### src/rtl/button_conditioner.sv
// Conditions N raw active-low push-buttons into clean levels plus press, auto-repeat
// and release strobes. Each channel is fully independent (sync -> debounce -> repeat FSM).

module button_conditioner_ch #(
  parameter int DEBOUNCE_CYCLES = 4,
  parameter int REPEAT_DELAY    = 20,
  parameter int REPEAT_PERIOD   = 8
) (
  input  logic clk_i,
  input  logic reset_ni,
  input  logic btn_n_i,
  output logic level_o,
  output logic press_o,
  output logic rpt_o,
  output logic release_o
);

  localparam int DB_W   = (DEBOUNCE_CYCLES > 1) ? $clog2(DEBOUNCE_CYCLES) : 1;
  localparam int RP_MAX = (REPEAT_DELAY > REPEAT_PERIOD) ? REPEAT_DELAY : REPEAT_PERIOD;
  localparam int RP_W   = $clog2(RP_MAX + 1);

  localparam logic [DB_W-1:0] DB_LAST     = DB_W'(DEBOUNCE_CYCLES - 1);
  localparam logic [RP_W-1:0] DELAY_LOAD  = RP_W'((REPEAT_DELAY > 0) ? REPEAT_DELAY - 1 : 0);
  localparam logic [RP_W-1:0] PERIOD_LOAD = RP_W'(REPEAT_PERIOD - 1);
  localparam bit              RPT_ENABLED = (REPEAT_DELAY > 0);

  typedef enum logic [1:0] {
    ST_IDLE,
    ST_ARMED,
    ST_RPT,
    ST_HOLD
  } rpt_state_e;

  logic            sync1_q, sync2_q;
  logic [DB_W-1:0] db_cnt_q, db_cnt_d;
  logic            level_q, level_d;
  logic            press_q, press_d;
  logic            rpt_q, rpt_d;
  logic            rel_q, rel_d;
  rpt_state_e      state_q, state_d;
  logic [RP_W-1:0] rp_cnt_q, rp_cnt_d;

  logic raw_p;
  logic rise;
  logic fall;
  logic rp_zero;

  // Synchronisers idle at 1 so a reset looks like "released".
  always_ff @(posedge clk_i or negedge reset_ni) begin
    if (!reset_ni) begin
      sync1_q <= 1'b1;
      sync2_q <= 1'b1;
    end else begin
      sync1_q <= btn_n_i;
      sync2_q <= sync1_q;
    end
  end

  assign raw_p = ~sync2_q;

  always_comb begin
    db_cnt_d = db_cnt_q;
    level_d  = level_q;
    rise     = 1'b0;
    fall     = 1'b0;
    if (raw_p == level_q) begin
      db_cnt_d = '0;
    end else if (db_cnt_q == DB_LAST) begin
      level_d  = ~level_q;
      db_cnt_d = '0;
      rise     = ~level_q;
      fall     = level_q;
    end else begin
      db_cnt_d = db_cnt_q + 1'b1;
    end
  end

  assign rp_zero = (rp_cnt_q == '0);

  // Repeat FSM: state register.
  always_ff @(posedge clk_i or negedge reset_ni) begin
    if (!reset_ni) begin
      state_q  <= ST_IDLE;
      rp_cnt_q <= '0;
    end else begin
      state_q  <= state_d;
      rp_cnt_q <= rp_cnt_d;
    end
  end

  // Repeat FSM: next state. A release always wins over a repeat that falls due on the same edge.
  always_comb begin
    state_d  = state_q;
    rp_cnt_d = rp_cnt_q;
    unique case (state_q)
      ST_IDLE: begin
        if (rise) begin
          if (RPT_ENABLED) begin
            state_d  = ST_ARMED;
            rp_cnt_d = DELAY_LOAD;
          end else begin
            state_d  = ST_HOLD;
          end
        end
      end
      ST_ARMED, ST_RPT: begin
        if (fall) begin
          state_d  = ST_IDLE;
          rp_cnt_d = '0;
        end else if (rp_zero) begin
          state_d  = ST_RPT;
          rp_cnt_d = PERIOD_LOAD;
        end else begin
          rp_cnt_d = rp_cnt_q - 1'b1;
        end
      end
      ST_HOLD: begin
        if (fall) state_d = ST_IDLE;
      end
      default: begin
        state_d  = ST_IDLE;
        rp_cnt_d = '0;
      end
    endcase
  end

  // Repeat FSM: outputs.
  always_comb begin
    press_d = rise;
    rel_d   = fall;
    rpt_d   = ((state_q == ST_ARMED) || (state_q == ST_RPT)) && rp_zero && !fall;
  end

  always_ff @(posedge clk_i or negedge reset_ni) begin
    if (!reset_ni) begin
      db_cnt_q <= '0;
      level_q  <= 1'b0;
      press_q  <= 1'b0;
      rpt_q    <= 1'b0;
      rel_q    <= 1'b0;
    end else begin
      db_cnt_q <= db_cnt_d;
      level_q  <= level_d;
      press_q  <= press_d;
      rpt_q    <= rpt_d;
      rel_q    <= rel_d;
    end
  end

  assign level_o   = level_q;
  assign press_o   = press_q;
  assign rpt_o     = rpt_q;
  assign release_o = rel_q;

endmodule

module button_conditioner #(
  parameter int N_BUTTONS       = 4,
  parameter int DEBOUNCE_CYCLES = 4,
  parameter int REPEAT_DELAY    = 20,
  parameter int REPEAT_PERIOD   = 8
) (
  input  logic                 clk_i,
  input  logic                 reset_ni,
  input  logic [N_BUTTONS-1:0] btn_n_i,
  input  logic                 enable_i,
  output logic [N_BUTTONS-1:0] level_o,
  output logic [N_BUTTONS-1:0] press_o,
  output logic [N_BUTTONS-1:0] rpt_o,
  output logic [N_BUTTONS-1:0] release_o
);

  logic [N_BUTTONS-1:0] press_raw;
  logic [N_BUTTONS-1:0] rpt_raw;
  logic [N_BUTTONS-1:0] rel_raw;

  for (genvar i = 0; i < N_BUTTONS; i++) begin : g_ch
    button_conditioner_ch #(
      .DEBOUNCE_CYCLES(DEBOUNCE_CYCLES),
      .REPEAT_DELAY   (REPEAT_DELAY),
      .REPEAT_PERIOD  (REPEAT_PERIOD)
    ) u_ch (
      .clk_i    (clk_i),
      .reset_ni (reset_ni),
      .btn_n_i  (btn_n_i[i]),
      .level_o  (level_o[i]),
      .press_o  (press_raw[i]),
      .rpt_o    (rpt_raw[i]),
      .release_o(rel_raw[i])
    );
  end

  // Masking only the outputs keeps repeat timers in phase across enable changes.
  assign press_o   = press_raw & {N_BUTTONS{enable_i}};
  assign rpt_o     = rpt_raw   & {N_BUTTONS{enable_i}};
  assign release_o = rel_raw   & {N_BUTTONS{enable_i}};

endmodule

### config.mk
export PLATFORM = sky130hd
export DESIGN_NAME = button_conditioner
export DESIGN_NICKNAME = d
export VERILOG_FILES = /design/src/rtl/button_conditioner.sv
export SDC_FILE = /design/constraint.sdc
export NUM_CORES = 1
export LEC_CHECK = 0
export CELL_PAD_IN_SITES_DETAIL_PLACEMENT = 0
export CELL_PAD_IN_SITES_GLOBAL_PLACEMENT = 1
export CORE_MARGIN = 2
export CORE_UTILIZATION = 50
export DETAILED_ROUTE_END_ITERATION = 12
export PLACE_DENSITY = 0.93
export SYNTH_ARGS = -nofsm -noshare
export SYNTH_HDL_FRONTEND = slang
export SYNTH_HIERARCHICAL = 1
export SYNTH_SLANG_ARGS = --single-unit
### constraint.sdc
create_clock -name clk_i -period 3.96 [get_ports clk_i]
set_clock_uncertainty 0.15 [all_clocks]
set_input_delay 0.594 -clock clk_i [delete_from_list [all_inputs] [get_ports clk_i]]
set_output_delay 0.594 -clock clk_i [all_outputs]
set_load 0.02 [all_outputs]
==> PnR_summary.wiki, run 1 <==
{| class="wikitable"
! Metric !! Value
|-
| Via count of the first global-routing pass || between 2,000 and 2,500
|-
| Setup TNS || 0 ps
|-
| Final Worst Setup Slack || approximately 1200 ps
|-
| Ys Warns || 6
|-
| Leakage || between 0.0015 and 0.002 uW
|-
| Routed length on met2 || about 2400 microns
|-
| Total congestion overflow after global routing || 0
|-
| Standard cell area after detailed placement || approximately 0.0034 sq mm
|-
| Tcrit/Tclk final || 0.706
|-
| Run status || finished, final reports clean
|-
| Metal3 WL || 209 microns
|-
| Final wirelength || a little over 5000 microns
|-
| Clock power frac || 0.222
|-
| Gpl congestion || 0.836
|-
| Post-cts gate resize count || 0
|-
| Wire per inst || approximately 13 microns
|-
| Via/cell ratio || 5.41
|-
| Final setup violating endpoints || 0
|-
| Via total after detailed routing || about 2,100
|-
| Synth Net Count || between 300 and 400
|-
| Pin count of the biggest net entering global routing || 41
|-
| Violation count after the first detailed-routing iteration || 116
|-
| Antenna violations before repair || 0
|-
| Die width || approximately 83 microns
|-
| Total power per unit cell area || 696 mW/mm^2
|-
| GRT Overall Usage || 0.173
|-
| Commonest register cell after synthesis || sky130_fd_sc_hd__dfrtp_1
|-
| Highest routed metal layer || met4
|-
| # IOs || 23
|-
| Max cap viols || 0
|-
| Clock Sinks || 60
|-
| Transition time at the pin with the least slew margin || approximately 870 ps
|-
| Top area cells in the synthesized netlist || sky130_fd_sc_hd__dfrtp_1, sky130_fd_sc_hd__ha_1, sky130_fd_sc_hd__dfstp_2, sky130_fd_sc_hd__inv_1, sky130_fd_sc_hd__a21oi_1
|-
| Proportion of layout cells with a drive suffix above 1 || 0.183
|-
| Sequential share of power || 0.387
|-
| DRC violation count after routing || 0
|-
| VDD IR-drop max || 0.351 mV
|-
| Worst R2R Path Depth || 6
|-
| Antenna violation net count after detailed routing || 0
|-
| Crit path capture type || output pin
|-
| Most repeated cell in the gate-level netlist after synthesis || sky130_fd_sc_hd__dfrtp_1
|-
| Worst setup timing slack at the placement stage || roughly 1100 ps
|-
| Core outline area || between 0.005 and 0.006 sq mm
|-
| Post-route minimum period || about 2800 ps
|-
| Post-synth EDFFs || 0
|-
| Slew headroom || 0.420
|-
| Total of buffers placed on input and output ports || 22
|-
| Final HPWL DP || 3720 microns
|-
| Internal Pwr Total || about 1600 uW
|-
| Proportion of synthesized chip area in sequential cells || 0.490
|-
| Postcts setup bufs || 0
|-
| Arrival time at the worst endpoint || about 2100 ps
|-
| Start-to-end type of the worst setup path || primary input to output pin
|-
| Fin nets || approximately 340
|-
| Switching power share of the total || 0.368
|-
| Max frequency || ~360 MHz
|-
| Largest buffer count on any clock path || 2
|-
| Insertion delay to the later sink of the worst-skew pair || approximately 330 ps
|-
| Flop and latch count out of synthesis || 60
|-
| Total Die Area || 0.00681 sq mm
|-
| TritonCTS clock tree || done
|-
| Total standard cell area after synthesis || 0.00308 sq mm
|-
| Utilization of the core after routing || 0.602
|-
| Path class of the lowest-slack min-delay path || flop to flop
|-
| Most used standard cells in the synthesized netlist || sky130_fd_sc_hd__dfrtp_1, sky130_fd_sc_hd__inv_1, sky130_fd_sc_hd__ha_1
|-
| Average cell area after synthesis || 10.8 sq um
|-
| Unrepaired setup endpoints after global routing || false
|-
| Area share of the largest cell type after synthesis || 0.422
|-
| Count of pins over their slew limit || 0
|-
| Routed length on met1 || 2560 microns
|-
| Global-route wire length before repair || between 8000 and 9000 microns
|-
| Gate count of the mapped netlist || about 290
|-
| Router iterations before antenna repair || 4
|-
| Synth area leader || sky130_fd_sc_hd__dfrtp_1
|-
| CP Max Fanout || 12
|-
| Min-Delay Path Depth || 0
|-
| # H-tree levels || 3
|-
| Die outline height || around 83 microns
|-
| Area Growth Syn to Fin || 16.2%
|-
| Sort of element at the start of the critical path || primary input
|-
| Hold buffers post-CTS || 0
|-
| Number of diodes added for antenna fixing || 0
|-
| # fillers || about 500
|-
| Distinct cells, synth || 49
|-
| Async set-or-reset flop fraction in the synthesized netlist || 1.00
|-
| Switching power || 919 uW
|-
| Post-CTS clock slew at the launch and capture registers of the worst setup and hold paths || about 60 ps
|-
| Effective utilization at floorplan || 0.518
|-
| Area of all sequential standard cells || around 0.0015 sq mm
|-
| Clock buffers created by TritonCTS || 9
|-
| Crit path required time || 3220 ps
|-
| Root buffer selected by CTS || sky130_fd_sc_hd__clkbuf_8
|-
| Multi-input logic area || about 0.0014 sq mm
|-
| Post-route standard cell area excluding fillers || about 0.0036 sq mm
|-
| Final Hold Fails || 0
|-
| Proportion of power drawn by combinational gates || 0.391
|-
| Rows || 28
|}
==> cells by family after synthesis <==
kind of cell    count (synthesis)  synth area share
compound gates                 66             0.142
flops                          60             0.490
xor+xnor                        4            0.0114
fa+ha+maj                      20            0.0811
mux                            13            0.0446
simple gates                   84             0.181
buf+inv                        39            0.0503
==> worst paths after layout <==
path | slack (ps) | start | endpoint
min in group asynchronous | 220 | reset_ni | g_ch[0].u_ch/db_cnt_q[0]
hold / removal | 200 | g_ch[0].u_ch/sync1_q | g_ch[0].u_ch/sync2_q
setup reg to reg | 2080 | g_ch[2].u_ch/rp_cnt_q[1] | g_ch[2].u_ch/rp_cnt_q[3]
hold reg to reg | 200 | g_ch[0].u_ch/sync1_q | g_ch[0].u_ch/sync2_q
setup / recovery | 1160 | enable_i | press_o[1]
max in group asynchronous | 2580 | reset_ni | g_ch[3].u_ch/sync2_q
==> power by group through the flow <==
stage,Combinational [uW],Sequential (uW),Clock [uW]
global placement,946,966,0
finish,976,965,553
CTS,982,964,572
floorplan,748,962,0
detailed placement,976,975,0
global route,1110,994,609
==> routing by layer <==
layer / vias up / global-route usage
met5: - / 0
met4: 0 / 0.0361
met3: 5 / 0.0793
met2: 32 / 0.285
met1: 1039 / 0.208
li1: 1072 / -
==> registers in the layout, summed over array words and instances (netlist names) <==
register / cells
g_ch.u_ch/state_q: 8
g_ch.u_ch/sync1_q: 4
g_ch.u_ch/level_o: 4
g_ch.u_ch/rpt_o: 4
g_ch.u_ch/release_o: 4
g_ch.u_ch/press_o: 4
g_ch.u_ch/rp_cnt_q: 20
g_ch.u_ch/sync2_q: 4
g_ch.u_ch/db_cnt_q: 8
==> worst max-delay path, cell delays in order <==
cell                              delay [ps]
sky130_fd_sc_hd__clkdlybuf4s50_1         650
sky130_fd_sc_hd__and2_2                  220
sky130_fd_sc_hd__clkdlybuf4s50_1         590
==> layout make-up <==
| cell class | count | area share |
|---|---|---|
| Clock buffer | 12 | 0.0433 |
| Clock inverter | 4 | 0.0133 |
| Inverter | 36 | 0.0377 |
| Multi-Input combinational cell | 187 | 0.396 |
| Sequential cell | 60 | 0.422 |
| Tap cell | 75 | 0.0262 |
| Timing Repair Buffer | 23 | 0.0622 |
==> stage by stage <==
step	power (uW)	hold slack (ps)	instances
6_report	2490	200	397
5_1_grt	2710	208	397
4_1_cts	2520	199	397
3_5_place_dp	1950	197	381
3_3_place_gp	1910	196	381
2_1_floorplan	1710	148	286
==> layout by cell type, fill, tap and decap left out, types with 4 or more instances in the layout <==
cell,instances
sky130_fd_sc_hd__or4b_4,4
sky130_fd_sc_hd__and2_2,8
sky130_fd_sc_hd__nor3b_2,4
sky130_fd_sc_hd__dfrtp_1,52
sky130_fd_sc_hd__o21ai_0,17
sky130_fd_sc_hd__a2bb2oi_1,6
sky130_fd_sc_hd__inv_1,36
sky130_fd_sc_hd__nor4b_1,4
sky130_fd_sc_hd__xor2_1,4
sky130_fd_sc_hd__nand3_2,7
sky130_fd_sc_hd__mux2i_1,7
sky130_fd_sc_hd__nand2_1,11
sky130_fd_sc_hd__mux2_2,6
sky130_fd_sc_hd__and2_1,4
sky130_fd_sc_hd__nand3_1,5
sky130_fd_sc_hd__ha_1,20
sky130_fd_sc_hd__dfstp_2,8
sky130_fd_sc_hd__nor2_1,16
sky130_fd_sc_hd__nor3_1,7
sky130_fd_sc_hd__clkdlybuf4s50_1,21
sky130_fd_sc_hd__a21oi_1,19
sky130_fd_sc_hd__clkbuf_8,11
Power figures use the tool's default switching activity.
==> run 2, diff against run 1 <==
--- a/config.mk
+++ b/config.mk
@@ -8,9 +8,9 @@
 export CELL_PAD_IN_SITES_DETAIL_PLACEMENT = 0
 export CELL_PAD_IN_SITES_GLOBAL_PLACEMENT = 1
 export CORE_MARGIN = 2
-export CORE_UTILIZATION = 50
+export CORE_UTILIZATION = 46
 export DETAILED_ROUTE_END_ITERATION = 12
-export PLACE_DENSITY = 0.93
+export PLACE_DENSITY = 0.88
 export SYNTH_ARGS = -nofsm -noshare
 export SYNTH_HDL_FRONTEND = slang
 export SYNTH_HIERARCHICAL = 1
==> constraint.sdc (replaced) <==
create_clock -name clk_i -period 2.8 [get_ports clk_i]
set_clock_uncertainty 0.15 [all_clocks]
set_input_delay 0.42 -clock clk_i [delete_from_list [all_inputs] [get_ports clk_i]]
set_output_delay 0.42 -clock clk_i [all_outputs]
set_load 0.02 [all_outputs]
==> run 2 against run 1 <==
The flow now finishes with violations (design-rule violations). Combinational power up 40%. First-iteration DRC count up 13%. Register-to-register slack worse by 1200 ps. Sequential share of layout area down 0.58 points. Critical endpoint unchanged. Worst hold slack better by 4.3 ps. Flip-flop and latch count unchanged. Critical path type unchanged. Utilization down 3.6 points.
==> PnR_summary.wiki, run 2 (synthesis gave the netlist of run 1 again) <==
{| class="wikitable"
! Metric !! Value
|-
| Number of cells in the finished layout apart from fillers || 400 (+0.76%)
|-
| Start-to-end type of the worst setup path || primary input to output pin
|-
| Violation count after the first detailed-routing iteration || 131 (+13%)
|-
| Worst R2R Path Depth || 6 (unchanged)
|-
| Unrepaired setup endpoints after global routing || false
|-
| Arrival time at the worst endpoint || 1920 ps (-130 ps)
|-
| Via/cell ratio || 5.45 (+0.64%)
|-
| Tcrit/Tclk final || 0.891
|-
| Slew headroom || 0.578 (+0.158)
|-
| Clock Sinks || 60 (unchanged)
|-
| Via count of the first global-routing pass || 2,098 (+2.7%)
|-
| Path length in cells of the critical path || 3 (unchanged)
|-
| Largest buffer count on any clock path || 2 (unchanged)
|-
| Max frequency || between 400 and 500 MHz
|-
| GRT Overall Usage || 0.160 (-0.0129)
|-
| Pin count of the biggest net entering global routing || 34 (-17%)
|-
| Wire per inst || 13.4 microns (+2.6%)
|-
| VDD IR-drop max || 0.478 mV (+36%)
|-
| Global-route wire length before repair || 9260 microns (+4.4%)
|-
| Hold buffers post-CTS || 1 (+1)
|-
| # IOs || 23 (unchanged)
|-
| Worst setup timing slack at the placement stage || 267 ps (-873 ps)
|-
| Critical-path top delay cell || sky130_fd_sc_hd__clkdlybuf4s50_1
|-
| # fillers || 556 (+11%)
|-
| Final hold slack || 204 ps (+4.25 ps)
|-
| Combined buffer and inverter count along the critical path || 2 (unchanged)
|-
| Via total after detailed routing || 2,178 (+1.4%)
|-
| Leakage || 0.00172 uW (+1.1%)
|-
| # H-tree levels || 3 (unchanged)
|-
| Total congestion overflow after global routing || 0 (unchanged)
|-
| Total of buffers placed on input and output ports || 22 (unchanged)
|-
| Number of diodes added for antenna fixing || 0 (unchanged)
|-
| Post-route minimum period || 2490 ps
|-
| Endpoint of the worst-slack reg-to-reg timing path || g_ch[3].u_ch/rp_cnt_q[3]
|-
| Post-CTS clock slew at the launch and capture registers of the worst setup and hold paths || 60 ps (about the same)
|-
| Post-cts gate resize count || 0 (unchanged)
|-
| Clock buffers created by TritonCTS || 9 (unchanged)
|-
| Family with the most delay on the worst path || buffers and inverters
|-
| Most used routing layer || met2
|-
| Final Hold Fails || 0 (unchanged)
|-
| Core outline area || 0.00642 sq mm (+7.8%)
|-
| Sort of element at the start of the critical path || primary input
|-
| DRC violation count after routing || 2 (+2)
|-
| Met3 Usage GRT || 0.0568 (-0.0226)
|-
| Path class of the lowest-slack min-delay path || flop to flop
|-
| Total Die Area || 0.00738 sq mm (+8.3%)
|-
| Cell Chain, Critical Path || clkdlybuf4s50_1, and2_2, clkdlybuf4s50_1
|-
| Die width || 85.9 microns (+4.0%)
|-
| TritonCTS clock tree || done
|-
| Gpl congestion || 0.837 (+0.18%)
|-
| Largest reg by FF count || g_ch.u_ch/rp_cnt_q
|-
| End point of the most critical hold path || g_ch[1].u_ch/sync2_q
|-
| Rows || 29 (+3.6%)
|-
| CP Max Fanout || 12 (unchanged)
|-
| Total power per unit cell area || 996 mW/mm^2 (+43%)
|-
| Beginning of the worst register-to-register path || g_ch[3].u_ch/rp_cnt_q[0]
|-
| Transition time at the pin with the least slew margin || 633 ps (-237 ps)
|-
| Antenna violations before repair || 0 (unchanged)
|-
| Proportion of layout cells with a drive suffix above 1 || 0.183 (-0.000567)
|-
| Antenna violation net count after detailed routing || 0 (unchanged)
|-
| Most common cell after layout, fill and taps aside || sky130_fd_sc_hd__dfrtp_1
|-
| Crit path required time || 2230 ps (-990 ps)
|-
| Final Worst Setup Slack || 305 ps (-858 ps)
|-
| Count of pins over their slew limit || 0 (unchanged)
|-
| Number of flip-flops under the largest register name || 20 (unchanged)
|-
| Area Growth Syn to Fin || 17.8%
|-
| Met2 Track Usage GR || 0.254 (-0.0310)
|-
| Insertion delay to the later sink of the worst-skew pair || 330 ps (about the same)
|-
| Cell Count Post-Placement || 383 (+0.52%)
|-
| Violated checks || design-rule violations
|-
| Effective utilization at floorplan || 0.480 (-0.0376)
|-
| Router iterations before antenna repair || 11 (+7)
|-
| Die outline height || 85.9 microns (+4.0%)
|-
| Met1 capacity usage during global routing || 0.201 (-0.00721)
|-
| Largest registers || g_ch.u_ch/rp_cnt_q (20), g_ch.u_ch/db_cnt_q (8), g_ch.u_ch/state_q (8)
|-
| Postcts setup bufs || 0 (unchanged)
|-
| Slack of the worst reg-to-reg path || 920 ps (-1160 ps)
|-
| Run status || finished with violations
|-
| Start point of the worst min-delay path || g_ch[1].u_ch/sync1_q
|-
| Final setup violating endpoints || 0 (unchanged)
|-
| Sum of internal, switching and leakage power || 3620 uW (+45%)
|-
| Min-Delay Path Depth || 0 (unchanged)
|-
| Setup TNS || 0 ps (unchanged)
|-
| Final wirelength || 5370 microns (+3.4%)
|-
| Final HPWL DP || 3780 microns (+1.5%)
|-
| CP most frequent cell || sky130_fd_sc_hd__clkdlybuf4s50_1
|-
| Highest-count cells in the layout ignoring fill and taps || sky130_fd_sc_hd__dfrtp_1, sky130_fd_sc_hd__inv_1, sky130_fd_sc_hd__clkdlybuf4s50_1
|-
| Slowest Stage Delay on Critical Path || 690 ps (+40 ps)
|-
| Root buffer selected by CTS || sky130_fd_sc_hd__clkbuf_8
|-
| Max cap viols || 0 (unchanged)
|-
| Fin nets || 345 (+0.29%)
|-
| Crit path capture type || output pin
|}
run 2: cell count changes in the layout (fill, tap and decap cells not counted):
| cell | delta |
|---|---|
| sky130_fd_sc_hd__buf_12 | +1 |
| sky130_fd_sc_hd__buf_4 | -1 |
| sky130_fd_sc_hd__bufinv_16 | +1 |
| sky130_fd_sc_hd__clkinv_2 | -1 |
| sky130_fd_sc_hd__dlygate4sd3_1 | +1 |
run 2: worst max path at each step:
stage	slack [ps]	endpoint	startpoint
floorplan	1080	g_ch[0].u_ch/rp_cnt_q[3]	g_ch[0].u_ch/rp_cnt_q[0]
global placement	300	release_o[2]	enable_i
detailed placement	270	press_o[1]	enable_i
CTS	270	press_o[1]	enable_i
global route	220	press_o[2]	enable_i
finish	310	press_o[1]	enable_i
run 2: cell type report:
| class | instances | area [sq um] | share of cell area |
|---|---|---|---|
| sequential | 60 | 1510 | 0.416 |
| clock inverter | 4 | 72.6 | 0.0200 |
| clock buffer | 12 | 155 | 0.0427 |
| timing repair buffer | 24 | 245 | 0.0675 |
| inverter | 36 | 135 | 0.0372 |
| tap | 77 | 96.3 | 0.0265 |
| multi-input combinational | 187 | 1420 | 0.390 |
run 2: routing by layer:
layer | part of all wire | wire [microns]
met1 | 0.47 | 2500
met2 | 0.48 | 2570
met3 | 0.041 | 220
met4 | 0.014 | 76
met5 | 0 | 0
run 2: report_power, final:
group | total (uW) | switching, uW | leakage, uW | internal, uW
Clock | 875 | 327 | 0.000113 | 548
Combinational | 1370 | 724 | 0.000878 | 647
Sequential | 1370 | 248 | 0.000728 | 1130
Total | 3620 | 1300 | 0.00172 | 2320
run 2: metrics by stage:
step                area (sq um)   util
detailed placement          3400  0.529
finish                      3630  0.566
global placement            3400  0.529
CTS                         3630  0.566
global route                3630  0.566
floorplan                   3080      -
==> run 3, diff against run 2 <==
--- a/config.mk
+++ b/config.mk
@@ -7,7 +7,7 @@
 export LEC_CHECK = 0
 export CELL_PAD_IN_SITES_DETAIL_PLACEMENT = 0
 export CELL_PAD_IN_SITES_GLOBAL_PLACEMENT = 1
-export CORE_MARGIN = 2
+export CORE_MARGIN = 3
 export CORE_UTILIZATION = 46
 export DETAILED_ROUTE_END_ITERATION = 12
 export PLACE_DENSITY = 0.88
==> constraint.sdc (replaced) <==
create_clock -name clk_i -period 2.6 [get_ports clk_i]
set_clock_uncertainty 0.15 [all_clocks]
set_input_delay 0.39 -clock clk_i [delete_from_list [all_inputs] [get_ports clk_i]]
set_output_delay 0.39 -clock clk_i [all_outputs]
set_load 0.02 [all_outputs]
==> run 3 against run 2 <==
The run now ends clean. Combinational power up 9%. Die area up 4.7%. Routed wire length is 0.20% higher. Worst hold slack improved by 2.8 ps. Critical endpoint is now release_o[1]. Largest cell class unchanged. Largest power group is now combinational cells.
==> PnR_summary.wiki, run 3 (synthesis gave the netlist of run 1 again) <==
{| class="wikitable"
! Metric !! Value
|-
| Highest-count cells in the layout ignoring fill and taps || sky130_fd_sc_hd__dfrtp_1, sky130_fd_sc_hd__inv_1, sky130_fd_sc_hd__clkdlybuf4s50_1
|-
| Path class of the lowest-slack min-delay path || flop to flop
|-
| Most common cell after layout, fill and taps aside || sky130_fd_sc_hd__dfrtp_1
|-
| Sum of internal, switching and leakage power || 3800 uW (+5.0%)
|-
| Final setup violating endpoints || 0 (unchanged)
|-
| Leakage || 0.00172 uW (about the same)
|-
| Insertion delay to the later sink of the worst-skew pair || 340 ps (about the same)
|-
| Root buffer selected by CTS || sky130_fd_sc_hd__clkbuf_8
|-
| Max frequency || 436 MHz
|-
| Antenna violations before repair || 0 (unchanged)
|-
| Internal Pwr Total || 2400 uW (+3.4%)
|-
| Arrival time at the worst endpoint || 1750 ps (-170 ps)
|-
| Core outline area || 0.00642 sq mm (unchanged)
|-
| Number of flip-flops under the largest register name || 20 (unchanged)
|-
| # IOs || 23 (unchanged)
|-
| Gpl congestion || 0.835 (-0.32%)
|-
| Final HPWL DP || 3820 microns (+1.1%)
|-
| Largest buffer count on any clock path || 2 (unchanged)
|-
| Slew headroom || 0.583 (+0.00473)
|-
| Run status || finished, final reports clean
|-
| Fin nets || 346 (+0.29%)
|-
| CP Max Fanout || 12 (unchanged)
|-
| Proportion of power drawn by combinational gates || 0.392 (+0.013)
|-
| Crit path required time || 2060 ps (-170 ps)
|-
| Sort of element at the start of the critical path || primary input
|-
| Total congestion overflow after global routing || 0 (unchanged)
|-
| Die width || 87.9 microns (+2.3%)
|-
| Switching power || 1400 uW (+7.8%)
|-
| Sequential share of power || 0.387 (+0.008)
|-
| Total Die Area || 0.00772 sq mm (+4.7%)
|-
| Total of buffers placed on input and output ports || 22 (unchanged)
|-
| Area Growth Syn to Fin || 17.2%
|-
| Largest registers || g_ch.u_ch/rp_cnt_q (20), g_ch.u_ch/db_cnt_q (8), g_ch.u_ch/state_q (8)
|-
| Slowest Stage Delay on Critical Path || 600 ps (-90 ps)
|-
| Postcts setup bufs || 0 (unchanged)
|-
| Total power per unit cell area || 1050 mW/mm^2 (+5.5%)
|-
| Clock buffers created by TritonCTS || 9 (unchanged)
|-
| Final Hold Fails || 0 (unchanged)
|-
| TritonCTS clock tree || done
|-
| Final wirelength || 5380 microns (+0.20%)
|-
| Start-to-end type of the worst setup path || primary input to output pin
|-
| Max cap viols || 0 (unchanged)
|-
| Clock Sinks || 60 (unchanged)
|-
| Tcrit/Tclk final || 0.882
|-
| Number of diodes added for antenna fixing || 0 (unchanged)
|-
| Clock power frac || 0.221 (-0.021)
|-
| Rows || 29 (unchanged)
|-
| Post-route minimum period || 2290 ps
|-
| Largest reg by FF count || g_ch.u_ch/rp_cnt_q
|-
| Wire per inst || 13.4 microns (about the same)
|-
| Count of pins over their slew limit || 0 (unchanged)
|-
| GRT Overall Usage || 0.160 (+0.000618)
|-
| Violation count after the first detailed-routing iteration || 55 (-58%)
|-
| # fillers || 539 (-3.1%)
|-
| CP most frequent cell || sky130_fd_sc_hd__clkdlybuf4s50_1
|-
| Effective utilization at floorplan || 0.480 (unchanged)
|-
| Antenna violation net count after detailed routing || 0 (unchanged)
|-
| Worst R2R Path Depth || 6 (unchanged)
|-
| # H-tree levels || 3 (unchanged)
|-
| DRC violation count after routing || 0 (-2)
|-
| Via count of the first global-routing pass || 2,123 (+1.2%)
|-
| Via/cell ratio || 5.46 (+0.21%)
|-
| Post-CTS clock slew at the launch and capture registers of the worst setup and hold paths || 60 ps (about the same)
|-
| Proportion of layout cells with a drive suffix above 1 || 0.188 (+0.00561)
|-
| Global-route wire length before repair || 9450 microns (+2.0%)
|-
| Cell Chain, Critical Path || clkdlybuf4s50_1, buf_4, and2_2, clkdlybuf4s50_1
|-
| Crit path capture type || output pin
|-
| Die outline height || 87.9 microns (+2.3%)
|-
| Critical-path top delay cell || sky130_fd_sc_hd__clkdlybuf4s50_1
|-
| VDD IR-drop max || 0.411 mV (-14%)
|-
| Standard cell area after detailed placement || 0.00340 sq mm (+0.22%)
|-
| Setup TNS || 0 ps (unchanged)
|-
| Router iterations before antenna repair || 4 (-7)
|-
| Via total after detailed routing || 2,188 (+0.46%)
|-
| Unrepaired setup endpoints after global routing || false
|-
| Min-Delay Path Depth || 0 (unchanged)
|-
| Post-route standard cell area excluding fillers || 0.00361 sq mm (-0.52%)
|-
| Pin count of the biggest net entering global routing || 35 (+2.9%)
|-
| Transition time at the pin with the least slew margin || 626 ps (-7.09 ps)
|-
| Switching power share of the total || 0.368 (+0.00957)
|}
[run 3: changes by cell type in the layout (fill, tap and decap cells not counted)]
cell                         before  now
sky130_fd_sc_hd__buf_4            0    1
sky130_fd_sc_hd__clkbuf_1         1    0
sky130_fd_sc_hd__clkinv_2         1    4
sky130_fd_sc_hd__bufinv_16        2    1
sky130_fd_sc_hd__clkinvlp_4       1    0
[run 3: what timing repair did]
action,4_1_cts,5_1_grt
hold endpoints to repair,24,0
resized for setup,0,0
hold buffers,1,0
setup endpoints to repair,0,0
[run 3: path summary, 6_finish.rpt]
| kind | slack [ps] | endpoint | from |
|---|---|---|---|
| max | 310 | release_o[1] | enable_i |
| max reg2reg | 710 | g_ch[3].u_ch/rp_cnt_q[3] | g_ch[3].u_ch/rp_cnt_q[0] |
| min | 210 | g_ch[2].u_ch/sync2_q | g_ch[2].u_ch/sync1_q |
| min reg2reg | 210 | g_ch[2].u_ch/sync2_q | g_ch[2].u_ch/sync1_q |
| min in group asynchronous | 460 | g_ch[0].u_ch/rp_cnt_q[3] | reset_ni |
| max in group asynchronous | 1180 | g_ch[2].u_ch/sync1_q | reset_ni |
[run 3: power by group through the flow]
stage | clock network (uW) | logic, uW | registers [uW]
6_report | 839 | 1490 | 1470
5_1_grt | 922 | 1700 | 1520
4_1_cts | 875 | 1500 | 1470
3_5_place_dp | 0 | 1490 | 1490
3_3_place_gp | 0 | 1450 | 1470
2_1_floorplan | 0 | 1140 | 1470
[run 3: metal layers]
metal / GRT usage / vias up / wire (microns)
li1: - / 1082 / -
met1: 0.183 / 1066 / 2300
met2: 0.271 / 32 / 2770
met3: 0.0583 / 8 / 223
met4: 0.0697 / 0 / 87
met5: 0 / - / 0
[run 3: critical path, delay by kind of cell]
family,cells,cell delay [ps]
buf+inv,3,1210
simple gates,1,150
[run 3: cell type report]
type                            instances  area (sq um)  share of cell area
Sequential cell                        60          1510               0.418
Multi-Input combinational cell        187          1420               0.392
Timing Repair Buffer                   25           253              0.0699
Clock buffer                           11           151              0.0419
Inverter                               36           135              0.0374
Tap cell                               77          96.3              0.0267
Clock inverter                          5          50.0              0.0138
[run 3: through the flow]
| step | hold slack (ps) | utilization | setup WS (ps) | instances |
|---|---|---|---|---|
| final | 207 | 0.563 | 306 | 401 |
| after global routing | 205 | 0.563 | 252 | 401 |
| after CTS | 207 | 0.563 | 284 | 401 |
| after detailed placement | 198 | 0.530 | 294 | 384 |
| after global placement | 196 | 0.530 | 305 | 384 |
| after floorplan | -55.6 | - | 880 | 286 |
